--- config.mk ---
export PLATFORM = sky130hd
export DESIGN_NAME = tone_sequencer
export DESIGN_NICKNAME = d
export VERILOG_FILES = /design/src/rtl/pacman_sound_pkg.sv /design/src/rtl/square_divider.sv /design/src/rtl/tone_sequencer.sv
export SDC_FILE = /design/constraint.sdc
export NUM_CORES = 1
export LEC_CHECK = 0
export ABC_CLOCK_PERIOD_IN_PS = 3900
export CAP_MARGIN = 20
export CORE_MARGIN = 3
export CORE_UTILIZATION = 60
export CTS_BUF_LIST = sky130_fd_sc_hd__clkbuf_8
export DETAILED_ROUTE_END_ITERATION = 8
export PLACE_DENSITY = 0.87
export SETUP_SLACK_MARGIN = 0.3
export SLEW_MARGIN = 10
export SYNTH_ARGS = -nofsm -noshare
export SYNTH_HDL_FRONTEND = slang
export SYNTH_SLANG_ARGS = --single-unit
--- constraint.sdc ---
create_clock -name clk -period 3.9 [get_ports clk]
set_input_delay 0.585 -clock clk [delete_from_list [all_inputs] [get_ports clk]]
set_output_delay 0.585 -clock clk [all_outputs]
set_load 0.01 [all_outputs]
--- src/rtl/pacman_sound_pkg.sv ---
// Shared definitions for the Pacman buzzer sound path: FSM state encoding
// and the default tone/melody tables.
package pacman_sound_pkg;

  localparam int DEF_DIV_W = 15;
  localparam int DEF_DUR_W = 24;

  // Packed half-period tables, entry 0 in the least significant slot.
  localparam logic [4*DEF_DIV_W-1:0] DEF_KEY_TABLE =
    {15'd6250, 15'd8333, 15'd12500, 15'd25000};
  localparam logic [4*DEF_DIV_W-1:0] DEF_MELODY_TABLE =
    {15'd16000, 15'd12500, 15'd10000, 15'd8000};

  typedef enum logic [2:0] {
    ST_IDLE,
    ST_KEY,
    ST_NOTE,
    ST_GAP,
    ST_DONE
  } state_t;

endpackage

--- src/rtl/square_divider.sv ---
// Square-wave generator: toggles the speaker every half_period cycles and
// restarts cleanly whenever the requested half-period changes.
module square_divider #(
  parameter int DIV_W = 15
) (
  input  logic             clk,
  input  logic             rst,
  input  logic [DIV_W-1:0] half_period,
  input  logic             mute,
  output logic             speaker
);

  logic [DIV_W-1:0] hp_q;
  logic [DIV_W-1:0] div_cnt;
  logic             spk_q;
  logic             changed;
  logic [DIV_W-1:0] cnt_cur;
  logic             spk_cur;

  assign changed = (half_period != hp_q);

  // A new half-period counts as a fresh start, so its first cycle already
  // counts toward the first toggle.
  // NOTE: every always_comb output gets a default first so no latch is inferred.
  always_comb begin
    cnt_cur = div_cnt;
    spk_cur = spk_q;
    if (changed) begin
      cnt_cur = '0;
      spk_cur = 1'b0;
    end
  end

  // NOTE: state registers use non-blocking assignments only; blocking here
  // would create ordering races between always_ff blocks.
  always_ff @(posedge clk) begin
    if (rst) begin
      hp_q    <= '0;
      div_cnt <= '0;
      spk_q   <= 1'b0;
    end else begin
      hp_q <= half_period;
      if (half_period == '0 || mute) begin
        div_cnt <= '0;
        spk_q   <= 1'b0;
      end else if (cnt_cur == half_period - 1'b1) begin
        div_cnt <= '0;
        spk_q   <= ~spk_cur;
      end else begin
        div_cnt <= cnt_cur + 1'b1;
        spk_q   <= spk_cur;
      end
    end
  end

  // Silence immediately on a half-period change or mute, before the
  // registers catch up on the next edge.
  assign speaker = spk_q & ~changed & ~mute;

endmodule

--- src/rtl/tone_sequencer.sv ---
// Buzzer sound-effect sequencer: sustained key tones from a lookup table and
// a timed multi-note game-over melody, driving a square-wave speaker.
module tone_sequencer
  import pacman_sound_pkg::*;
#(
  parameter int DIV_W    = DEF_DIV_W,
  parameter int CODE_W   = 2,
  parameter int SEQ_LEN  = 4,
  parameter int DUR_W    = DEF_DUR_W,
  parameter int NOTE_DUR = 12500000,
  parameter int GAP_DUR  = 1250000,
  parameter logic [(2**CODE_W)*DIV_W-1:0] KEY_TABLE    = DEF_KEY_TABLE,
  parameter logic [SEQ_LEN*DIV_W-1:0]     MELODY_TABLE = DEF_MELODY_TABLE,
  localparam int SEQ_W = (SEQ_LEN > 1) ? $clog2(SEQ_LEN) : 1
) (
  input  logic              clk,
  input  logic              rst,
  input  logic [CODE_W-1:0] code,
  input  logic              pressed,
  input  logic              game_over,
  input  logic              mute,
  output logic              speaker,
  output logic              busy,
  output logic [DIV_W-1:0]  half_period,
  output logic [SEQ_W-1:0]  seq_idx
);

  localparam logic [DUR_W-1:0] NOTE_LAST = DUR_W'(NOTE_DUR - 1);
  localparam logic [DUR_W-1:0] GAP_LAST  = DUR_W'((GAP_DUR > 0) ? GAP_DUR - 1 : 0);
  localparam logic [SEQ_W-1:0] SEQ_LAST  = SEQ_W'(SEQ_LEN - 1);

  // Durations must fit their counter and a note must last at least a cycle.
  if (NOTE_DUR < 1 || GAP_DUR < 0 || SEQ_LEN < 1 || CODE_W < 1 ||
      longint'(NOTE_DUR) >= (longint'(1) << DUR_W) ||
      longint'(GAP_DUR) >= (longint'(1) << DUR_W)) begin : g_bad_params
    $error("tone_sequencer: NOTE_DUR/GAP_DUR/SEQ_LEN out of range for DUR_W");
  end

  state_t           state;
  logic [DUR_W-1:0] dur_cnt;
  logic             game_over_q;
  logic             rise;
  logic             seg_end;
  logic [SEQ_W-1:0] next_idx;

  function automatic logic [DIV_W-1:0] key_hp(input logic [CODE_W-1:0] c);
    return KEY_TABLE[c*DIV_W +: DIV_W];
  endfunction

  function automatic logic [DIV_W-1:0] melody_hp(input logic [SEQ_W-1:0] i);
    return MELODY_TABLE[i*DIV_W +: DIV_W];
  endfunction

  assign rise     = game_over & ~game_over_q;
  assign seg_end  = (state == ST_NOTE) ? (dur_cnt == NOTE_LAST) : (dur_cnt == GAP_LAST);
  assign next_idx = seq_idx + 1'b1;

  // half_period and busy are registered alongside the state so they always
  // describe the state being entered.
  always_ff @(posedge clk) begin
    if (rst) begin
      state       <= ST_IDLE;
      half_period <= '0;
      busy        <= 1'b0;
      seq_idx     <= '0;
      dur_cnt     <= '0;
      game_over_q <= 1'b0;
    end else begin
      game_over_q <= game_over;
      case (state)
        ST_IDLE, ST_KEY: begin
          if (rise) begin
            state       <= ST_NOTE;
            seq_idx     <= '0;
            dur_cnt     <= '0;
            half_period <= melody_hp('0);
            busy        <= 1'b1;
          end else if (pressed) begin
            state       <= ST_KEY;
            half_period <= key_hp(code);
          end else begin
            state       <= ST_IDLE;
            half_period <= '0;
          end
        end

        ST_NOTE, ST_GAP: begin
          if (!game_over) begin
            // A new game has started: abandon the melody.
            state       <= ST_IDLE;
            seq_idx     <= '0;
            dur_cnt     <= '0;
            half_period <= '0;
            busy        <= 1'b0;
          end else if (!seg_end) begin
            dur_cnt <= dur_cnt + 1'b1;
          end else begin
            dur_cnt <= '0;
            if (state == ST_NOTE && GAP_DUR > 0) begin
              state       <= ST_GAP;
              half_period <= '0;
            end else if (seq_idx == SEQ_LAST) begin
              state       <= ST_DONE;
              half_period <= '0;
              busy        <= 1'b0;
            end else begin
              state       <= ST_NOTE;
              seq_idx     <= next_idx;
              half_period <= melody_hp(next_idx);
            end
          end
        end

        ST_DONE: begin
          if (!game_over) begin
            state   <= ST_IDLE;
            seq_idx <= '0;
          end
        end

        default: begin
          state       <= ST_IDLE;
          seq_idx     <= '0;
          dur_cnt     <= '0;
          half_period <= '0;
          busy        <= 1'b0;
        end
      endcase
    end
  end

  square_divider #(
    .DIV_W(DIV_W)
  ) u_divider (
    .clk        (clk),
    .rst        (rst),
    .half_period(half_period),
    .mute       (mute),
    .speaker    (speaker)
  );

endmodule

Yosys cells after proc, flatten, opt, wreduce, memory -nomap -nowiden
Index checks and enable logic that the tools add are counted.
{"block": "op_classes", "n_mul": 2, "bitwise": 8, "muxes": 36, "shift": 2, "n_reduce_logical": 12, "n_eq_ne": 15, "n_addsub": 4}
{"operator": "variable part select 60 x 7 -> 15 bit, first input constant", "count": 2}
{"operator": "2-to-1 mux 15 bit", "count": 7}
{"operator": "2-to-1 mux 24 bit", "count": 3}
{"operator": "one-hot mux 24 bit (3 select lines)", "count": 1}
{"operator": "one-hot mux 15 bit (3 select lines)", "count": 1}
{"operator": "adder 24 x 1 -> 24 bit, second input constant", "count": 1}
{"operator": "equality test 24 x 21 -> 1 bit, second input constant", "count": 1}
{"operator": "equality test 24 bit, second input constant", "count": 1}
{"operator": "adder 15 x 1 -> 15 bit, second input constant", "count": 1}
{"operator": "equality test 15 bit", "count": 1}
{"operator": "logical NOT 15 bit", "count": 1}
{"operator": "2-to-1 mux 3 bit", "count": 5}
{"operator": "inequality test 15 bit", "count": 1}
{"operator": "subtractor 15 x 1 -> 15 bit, second input constant", "count": 1}
{"operator": "2-to-1 mux 2 bit", "count": 7}
{"operator": "multiplier 2 x 4 -> 6 bit, second input constant", "count": 2}
{"operator": "inequality test 3 bit, second input constant", "count": 4}
{"operator": "AND reduction 5 bit", "count": 2}
{"operator": "2-to-1 mux 1 bit", "count": 9}
{"operator": "one-hot mux 3 bit (3 select lines)", "count": 1}
{"operator": "equality test 3 x 2 -> 1 bit, second input constant", "count": 2}
{"operator": "one-hot mux 2 bit (3 select lines)", "count": 1}
{"operator": "AND reduction 2 bit", "count": 3}
{"operator": "OR reduction 2 bit", "count": 3}
{"operator": "11 further kinds", "count": 18}
{"block": "totals", "input_bits": 7, "elab_cells": 88, "out_inout_bits": 19, "regBits": 77}

Logic depth before layout (Yosys ltp)
Gate-level depths: netlist of the first run.
{"block": "depth", "ltp_word": 8, "ltp_mapped": 13, "ltp_nobuf": 11}

By module
A second synthesis of the first run with hierarchy kept.
{"block": "hier_totals", "cells_unflattened": 551, "hier_area_um2": 4544.4}
{"module": "tone_sequencer", "seq_area_each_um2": 900.9, "cells_per_inst": 285, "instances": 1, "area_per_inst_um2": 2369.8}
{"module": "square_divider", "seq_area_each_um2": 620.6, "cells_per_inst": 266, "instances": 1, "area_per_inst_um2": 2174.6}

Worst setup path before layout of the first run
OpenSTA, ideal clock, no wires.
{"block": "synth_path", "kind": "register -> register", "start": "register half_period[7]", "end": "register u_divider.div_cnt[14]", "required_ps": 3812, "path_buffers": 1, "path_stages_with_launch": 13, "setup_time_ps": 88, "t_arrival_ps": 2715, "setup_slack_ps": 1096, "period_less_slack_ps": 2804, "cell_sequence": "dfxtp_1 xnor2_1 nand4_1 nor4_4 buf_4 and2_1 ha_1 and3_1 nand2_1 nor3_1 nand4_1 xor2_1 nor4_2"}
{"block": "synth_between", "elab_chain_cells": 4, "elab_cells_between_ends": 8, "classes_between": "add/sub: 2; eq/ne: 2; mux: 1; reduce/logical: 3"}
{"item": "from (decl)", "line_no": "tone_sequencer.sv:24", "source": "output logic [DIV_W-1:0] half_period,"}
{"item": "from (signal assigned)", "line_no": "tone_sequencer.sv:76", "source": "half_period <= melody_hp('0);"}
{"item": "from (signal assigned)", "line_no": "tone_sequencer.sv:80", "source": "half_period <= key_hp(code);"}
{"item": "from (signal assigned)", "line_no": "tone_sequencer.sv:109", "source": "half_period <= melody_hp(next_idx);"}
{"item": "branches (longest 4 deep; another with subtractor 15 x 1 -> 15 bit)"}
{"item": "to (signal assigned)", "line_no": "square_divider.sv:50", "source": "div_cnt <= cnt_cur + 1'b1;"}
{"item": "to (decl)", "line_no": "square_divider.sv:14", "source": "logic [DIV_W-1:0] div_cnt;"}
Parallel ways; which one is timed is not known.
A chain may end at the register's enable or synchronous reset.

Worst setup path after layout of the first run
{"block": "layout_path", "start": "register half_period[3]", "end": "output speaker"}
{"block": "layout_between", "elab_chain_cells": 4}
{"item": "inequality test 15 bit", "line_no": "square_divider.sv:20", "source": "assign changed = (half_period != hp_q);"}
{"item": "NOT 1 bit", "line_no": "square_divider.sv:58", "source": "assign speaker = spk_q & ~changed & ~mute;"}
{"item": "bitwise AND 1 bit (2 in a row)", "line_no": "square_divider.sv:58"}
{"item": "to (decl)", "line_no": "tone_sequencer.sv:22", "source": "output logic speaker,"}
No other way between the ends.

==> results of run 1 <==
final timing paths:
path	from	cells past startpoint	to
setup / recovery	half_period[3]	6	speaker
hold / removal	busy	2	busy
setup reg to reg	half_period[3]	11	u_divider.div_cnt[14]
hold reg to reg	busy	2	busy
cell families (layout without fill, tap and decap cells):
group           Yosys count  after routing  synth area share [%]
compound gates           59             59                  9.58
xor+xnor                 71             71                  14.8
fa+ha+maj                15             15                  4.22
buf+inv                  43             58                  4.95
flops                    75             75                  33.7
mux                       7              7                  1.57
simple gates            244            244                  31.1
worst max-delay path: stages, from the launching register on:
cell and delay [ns]:
sky130_fd_sc_hd__dfxtp_1 0.66, sky130_fd_sc_hd__xnor2_2 0.19, sky130_fd_sc_hd__nand4_2 0.19, sky130_fd_sc_hd__nor4_4 0.57, sky130_fd_sc_hd__nand2_1 0.16, sky130_fd_sc_hd__nor2_1 0.13
sky130_fd_sc_hd__clkdlybuf4s50_1 0.57
synth_stat cells (5+ instances only):
library cell / number / share of area, %
sky130_fd_sc_hd__nand3_1: 20 / 2.2
sky130_fd_sc_hd__xor2_1: 36 / 7.1
sky130_fd_sc_hd__nor3_1: 19 / 2.1
sky130_fd_sc_hd__xnor2_1: 30 / 5.9
sky130_fd_sc_hd__nor4_1: 8 / 1.1
sky130_fd_sc_hd__buf_2: 5 / 0.56
sky130_fd_sc_hd__nor2b_1: 20 / 2.8
sky130_fd_sc_hd__xnor2_2: 5 / 1.8
sky130_fd_sc_hd__o21ai_0: 6 / 0.67
sky130_fd_sc_hd__dfxtp_1: 75 / 34
sky130_fd_sc_hd__inv_1: 9 / 0.76
sky130_fd_sc_hd__nand4_1: 12 / 1.7
sky130_fd_sc_hd__and2_1: 7 / 0.98
sky130_fd_sc_hd__nand2_1: 42 / 3.5
sky130_fd_sc_hd__nor4_2: 6 / 1.7
sky130_fd_sc_hd__and3_1: 6 / 0.84
sky130_fd_sc_hd__a21oi_1: 22 / 2.5
sky130_fd_sc_hd__nor3b_1: 6 / 1.0
sky130_fd_sc_hd__clkbuf_1: 18 / 1.5
sky130_fd_sc_hd__ha_1: 15 / 4.2
sky130_fd_sc_hd__buf_6: 6 / 1.5
sky130_fd_sc_hd__mux2i_1: 7 / 1.6
sky130_fd_sc_hd__nor2_1: 67 / 5.6
flip-flops by register name (all words and copies together), names as in the netlist:
| name | cells |
|---|---|
| busy | 1 |
| seq_idx | 2 |
| u_divider.spk_q | 1 |
| dur_cnt | 24 |
| u_divider.hp_q | 14 |
| u_divider.div_cnt | 15 |
| game_over_q | 1 |
| state | 3 |
| half_period | 14 |
area by class of cell:
class | count | share of cell area, %
multi-input combinational | 396 | 55.9
sequential | 75 | 30.7
inverter | 9 | 0.691
clock buffer | 9 | 2.53
clock inverter | 7 | 1.38
timing repair buffer | 33 | 6.35
tap | 96 | 2.46
layout by cell type, fill, tap and decap left out, types with 4 or more instances in the layout:
master and n:
sky130_fd_sc_hd__nand3_1 20, sky130_fd_sc_hd__inv_1 9, sky130_fd_sc_hd__nor4_2 6, sky130_fd_sc_hd__buf_4 8, sky130_fd_sc_hd__clkbuf_8 9, sky130_fd_sc_hd__xor2_1 36
sky130_fd_sc_hd__xnor2_2 5, sky130_fd_sc_hd__nand2_1 42, sky130_fd_sc_hd__clkdlybuf4s50_1 25, sky130_fd_sc_hd__nor2_1 67, sky130_fd_sc_hd__nor4_1 8, sky130_fd_sc_hd__nor2b_1 20
sky130_fd_sc_hd__a21oi_1 22, sky130_fd_sc_hd__dfxtp_1 75, sky130_fd_sc_hd__nor3_1 19, sky130_fd_sc_hd__mux2i_1 7, sky130_fd_sc_hd__ha_1 15, sky130_fd_sc_hd__and2_1 7
sky130_fd_sc_hd__and3_1 6, sky130_fd_sc_hd__nand4_1 12, sky130_fd_sc_hd__xnor2_1 30, sky130_fd_sc_hd__nor3b_1 6, sky130_fd_sc_hd__o21ai_0 6, sky130_fd_sc_hd__a31oi_1 4
metal layers:
metal	part of all wire, %	vias to the layer above	global-route usage (%)
met5	0	-	0
met4	2.4	0	11.8
met3	6.3	29	5.09
met1	42	1772	32.2
li1	-	1804	-
met2	49	125	43.2
power groups by stage:
stage	clock network [mW]	registers, mW	logic, mW
floorplan	0	0.834	0.337
global placement	0	0.854	0.399
detailed placement	0	0.858	0.414
CTS	0.605	0.840	0.419
global route	0.642	0.846	0.462
finish	0.598	0.840	0.423
==> impl_metrics.py, run 1 <==
metrics = {
    "synth": {
        "ys.warnings.count": 0,
        "synth_seq_area_share_pct": 33.7,
        "postSynthRegisterBits": 75,
        "post_synthesis_net_count": 536,
        "yosysUniqueCellTypes": 62,
        "syn_area_per_cell_sq_um": 8.66,
        "netlist_instances": 514,
        "synth_enable_flop_cells": 0,
        "postSynth.asyncResetShare_pct": 0,
        "synth_top_flop_cell": "sky130_fd_sc_hd__dfxtp_1",
        "syn_area_sq_um": 4450,
    },
    "clocking": {
        "clock_tree_from_tritoncts": "yes",
        "cts.repair_timing.setup_buffer_count": 0,
        "clock_sink_count": 75,
        "h-tree-depth": 3,
        "numCtsBuffers": 9,
        "clk_transition_reported_paths_ns": 0.09,
        "hold_buffers": 0,
        "clock_latency_reported_for_the_late_side_of_the_worst_skew_pair_ns": 0.38,
        "cts-resized-gates": 0,
        "clock_tree.root_cell": "sky130_fd_sc_hd__clkbuf_8",
        "max-clock-path-buffers": 2,
    },
    "final_layout": {
        "antennaDiodeCount": 0,
        "multiInputGateArea_sq_um": 2730,
        "final_layout_size_suffix_gt1_share_pct": 9.83,
        "area.growth.synth_to_final_pct": 9.78,
        "postLayoutCoreUtil_pct": 70.0,
        "finalNonFillerCells": 625,
        "fillCellCount": 544,
        "regArea_sq_um": 1500,
        "fin_area_sq_um": 4890,
        "finalNetCount": 546,
    },
    "timing": {
        "final-max-slew-violation-count": 0,
        "timing.final.crit_period_ns": 3.42,
        "finalClockSkew_ns": 0.0146,
        "final-hold-violation-count": 0,
        "rsz_0062_raised_after_global_routing": "no",
        "achievable-frequency_ghz": 0.292,
        "maxSlewHeadroom_pct": 55.3,
        "setup_total_neg_slack_ns": 0,
        "period_share_pct": 87.7,
        "worst_slew_pin_slew_ns": 0.670,
        "timing.final.ws_setup_ns": 0.480,
        "setup_viol": 0,
        "hold_slack_ns": 0.483,
    },
    "floorplan": {
        "die_area_sq_um": 8490,
        "floorplan.rows": 30,
        "die_height_microns": 92.1,
        "core_region_area_sq_um": 6980,
        "initial_utilization_pct": 63.8,
        "io_pins": 26,
        "die_w_microns": 92.1,
    },
    "pwr": {
        "sequentialPowerShare_pct": 45.2,
        "power.switching_fraction_pct": 34.5,
        "power_leakage_nw": 1.69,
        "pwr-share-comb_pct": 22.7,
        "vdd_drop_max_uv": 217,
        "cellInternalPower_mw": 1.22,
        "share_clk_of_total_power_pct": 32.1,
        "netSwitchingPower_mw": 0.643,
        "design_power_total_mw": 1.86,
        "power_density_nw_per_um2": 381,
    },
    "placed_design": {
        "portBuffers": 25,
        "preCtsSetupSlack_ns": 0.688,
        "gp_routability_congestion": 0.952,
        "dp_hpwl_microns": 7430,
        "placed_area_sq_um": 4700,
        "dp.cells": 609,
    },
    "drt": {
        "detail_route.first_pass.iterations": 4,
        "finalWirelength_microns": 10400,
        "dr_total_vias": 3730,
        "antenna_left": 0,
        "detail_route.wl_per_cell_microns": 16.7,
        "drc": 0,
        "drt_iter0_drc": 236,
        "vias_per_cell": 5.97,
    },
    "min_path": {
        "min-delay-path-class": "flop to flop",
    },
    "critical_path": {
        "path_class": "flop to output pin",
        "path_max_fanout": 10,
        "critPathRequiredTime_ns": 3.31,
        "setup.worst_path.end_class": "output pin",
        "critical_path.startpoint_type": "flop",
        "cp.arrival_ns": 2.83,
        "rrSetupSlack_ns": 0.62,
    },
    "global_routing": {
        "gr-total-overflow": 0,
        "first_pass_grt_wire_length_microns": 17900,
        "grt_max_degree": 31,
        "grt_antenna_before_repair": 0,
        "grt_util_all_layers_pct": 25.9,
        "first_global_vias": 3766,
    },
    "flow_run": {
        "cap_violations": 0,
    },
    "status": {
        "outcome": "completed",
    },
}
Power figures use the tool's default switching activity.
==> run 2: changes to the inputs <==
Settings changed: CELL_PAD_IN_SITES_DETAIL_PLACEMENT set to 1, CELL_PAD_IN_SITES_GLOBAL_PLACEMENT set to 2, CORE_UTILIZATION 60 to 37, CTS_BUF_LIST sky130_fd_sc_hd__clkbuf_8 to not set.
==> run 2 against run 1 <==
Hold slack gained 0.0070 ns. Count of clock-buffer cells in the layout is 1 higher. Critical path type unchanged. Total power up 18%. Via count is 2.3% lower. Core utilization down 26 points. First-iteration DRC count is 30% lower. Sequential power hardly changed. Routed wire length up 7.9%. Setup slack better by 0.22 ns. Combinational power rose by 1%. Die area increased by 58%. Highest routed layer unchanged.
==> impl_metrics.py, run 2 (synthesized netlist as in run 1, its figures left out) <==
metrics = {
    "timing": {
        "final-max-slew-violation-count": 0,
        "final-hold-violation-count": 0,
        "timing.final.ws_setup_ns": 0.696,
        "rsz_0062_raised_after_global_routing": "no",
        "worst_slew_pin_slew_ns": 0.695,
        "setup_total_neg_slack_ns": 0,
        "timing.final.crit_period_ns": 3.20,
        "achievable-frequency_ghz": 0.312,
        "setup_viol": 0,
        "finalClockSkew_ns": 0.00494,
        "period_share_pct": 82.1,
        "maxSlewHeadroom_pct": 53.7,
    },
    "final_layout": {
        "multiInputGateArea_sq_um": 2730,
        "antennaDiodeCount": 0,
        "final_layout_size_suffix_gt1_share_pct": 9.64,
        "finalNetCount": 547,
        "final_common_cell": "sky130_fd_sc_hd__dfxtp_1",
        "layout_common_cells": "75 x sky130_fd_sc_hd__dfxtp_1, 67 x sky130_fd_sc_hd__nor2_1, 42 x sky130_fd_sc_hd__nand2_1",
        "area.growth.synth_to_final_pct": 14.4,
        "largest_register_ffs": 24,
        "largestRegisters": "dur_cnt (24), u_divider.div_cnt (15)",
        "fillCellCount": 1357,
        "regArea_sq_um": 1500,
        "registers.top_by_ff_count": "dur_cnt",
    },
    "drt": {
        "finalWirelength_microns": 11200,
        "drt_iter0_drc": 165,
        "dr_total_vias": 3646,
        "detail_route.wl_per_cell_microns": 16.7,
        "drc": 0,
        "vias_per_cell": 5.43,
        "antenna_left": 0,
        "detail_route.first_pass.iterations": 4,
    },
    "placed_design": {
        "dp_hpwl_microns": 8020,
        "gp_routability_congestion": 0.807,
        "portBuffers": 25,
        "preCtsSetupSlack_ns": 0.775,
    },
    "critical_path": {
        "setup.worst_path.end_class": "output pin",
        "cp.arrival_ns": 2.62,
        "path_max_fanout": 17,
        "path_class": "flop to output pin",
        "reg2reg_to": "u_divider.div_cnt[14]",
        "critical_path.endpoint": "speaker",
        "rr_worst_depth": 12,
        "rrSetupSlack_ns": 0.72,
        "timing.rr.start": "half_period[2]",
        "critPathRequiredTime_ns": 3.31,
        "critical_path.startpoint_type": "flop",
        "crit_start": "half_period[2]",
    },
    "pwr": {
        "vdd_drop_max_uv": 226,
        "power.switching_fraction_pct": 27.8,
        "cellInternalPower_mw": 1.59,
        "sequentialPowerShare_pct": 38.2,
        "power_density_nw_per_um2": 433,
        "pwr-share-comb_pct": 19.4,
        "power_leakage_nw": 1.76,
        "share_clk_of_total_power_pct": 42.4,
        "netSwitchingPower_mw": 0.613,
    },
    "floorplan": {
        "floorplan.rows": 39,
        "initial_utilization_pct": 38.5,
        "core_region_area_sq_um": 11600,
        "die_area_sq_um": 13400,
        "die_height_microns": 116,
        "die_w_microns": 116,
        "io_pins": 26,
    },
    "global_routing": {
        "gr-total-overflow": 0,
        "first_global_vias": 3818,
        "first_pass_grt_wire_length_microns": 19100,
        "grt_max_degree": 38,
        "grt_antenna_before_repair": 0,
        "grt_util_all_layers_pct": 17.9,
    },
    "clocking": {
        "h-tree-depth": 3,
        "clk_transition_reported_paths_ns": 0.06,
        "numCtsBuffers": 9,
        "clock_tree_from_tritoncts": "yes",
        "clock_sink_count": 75,
        "hold_buffers": 0,
        "cts-resized-gates": 0,
        "clock_tree.root_cell": "sky130_fd_sc_hd__clkbuf_16",
        "max-clock-path-buffers": 2,
        "clock_latency_reported_for_the_late_side_of_the_worst_skew_pair_ns": 0.33,
        "cts.repair_timing.setup_buffer_count": 0,
    },
    "flow_run": {
        "cap_violations": 0,
    },
    "min_path": {
        "min-delay-path-class": "flop to flop",
        "worst_hold_startpoint": "busy",
    },
    "status": {
        "outcome": "completed",
    },
}
==> run 2: cell count changes in the layout (fill, tap and decap cells not counted), sizes merged <==
cell,delta
buf,+1
inv,-5
bufinv,+3
clkbuf,+1
==> run 2: through the flow <==
| step | hold WS, ns | instance area (sq um) | std cells | power (mW) | util, % |
|---|---|---|---|---|---|
| after global placement | 0.475 | 4760 | 657 | 1.27 | 41.2 |
| final | 0.490 | 5090 | 672 | 2.20 | 44.0 |
| after CTS | 0.492 | 5090 | 672 | 2.23 | 44.0 |
| after floorplan | 0.485 | 4450 | 514 | 1.17 | - |
| after global routing | 0.516 | 5090 | 672 | 2.31 | 44.0 |
| after detailed placement | 0.477 | 4760 | 657 | 1.29 | 41.2 |
==> run 2: worst min-delay path by stage <==
stage	to	slack [ns]	cells past startpoint
after CTS	busy	0.49	2
after detailed placement	busy	0.48	2
after floorplan	dur_cnt[3]	0.48	2
after global routing	busy	0.52	2
after global placement	busy	0.47	2
final	busy	0.49	2
==> run 2: cell type report <==
cell class / instances / area share, %
Clock buffer: 10 / 4.50
Timing Repair Buffer: 34 / 6.24
Multi-Input combinational cell: 396 / 53.6
Tap cell: 143 / 3.51
Inverter: 9 / 0.663
Clock inverter: 5 / 2.01
Sequential cell: 75 / 29.5
==> run 2: worst max-delay path, stage by stage (launching register included) <==
cell and delay (ns):
sky130_fd_sc_hd__dfxtp_1 0.67, sky130_fd_sc_hd__xnor2_2 0.18, sky130_fd_sc_hd__nand4_2 0.17, sky130_fd_sc_hd__nor4_4 0.29, sky130_fd_sc_hd__buf_4 0.26, sky130_fd_sc_hd__nand2_1 0.10, sky130_fd_sc_hd__nor2_1 0.09, sky130_fd_sc_hd__clkdlybuf4s50_1 0.53
==> run 2: metal layers <==
metal | GRT usage [%] | wire, microns | vias up
li1 | - | - | 1796
met1 | 23.3 | 5300 | 1805
met2 | 30.0 | 5550 | 32
met3 | 4.44 | 279 | 13
met4 | 4.33 | 114 | 0
met5 | 0 | 0 | -
==> run 2: power groups by stage <==
stage | combinational, mW | clock, mW | sequential, mW
final | 0.428 | 0.934 | 0.842
after global routing | 0.471 | 0.990 | 0.847
after CTS | 0.431 | 0.956 | 0.843
after detailed placement | 0.425 | 0 | 0.860
after global placement | 0.413 | 0 | 0.858
after floorplan | 0.337 | 0 | 0.834
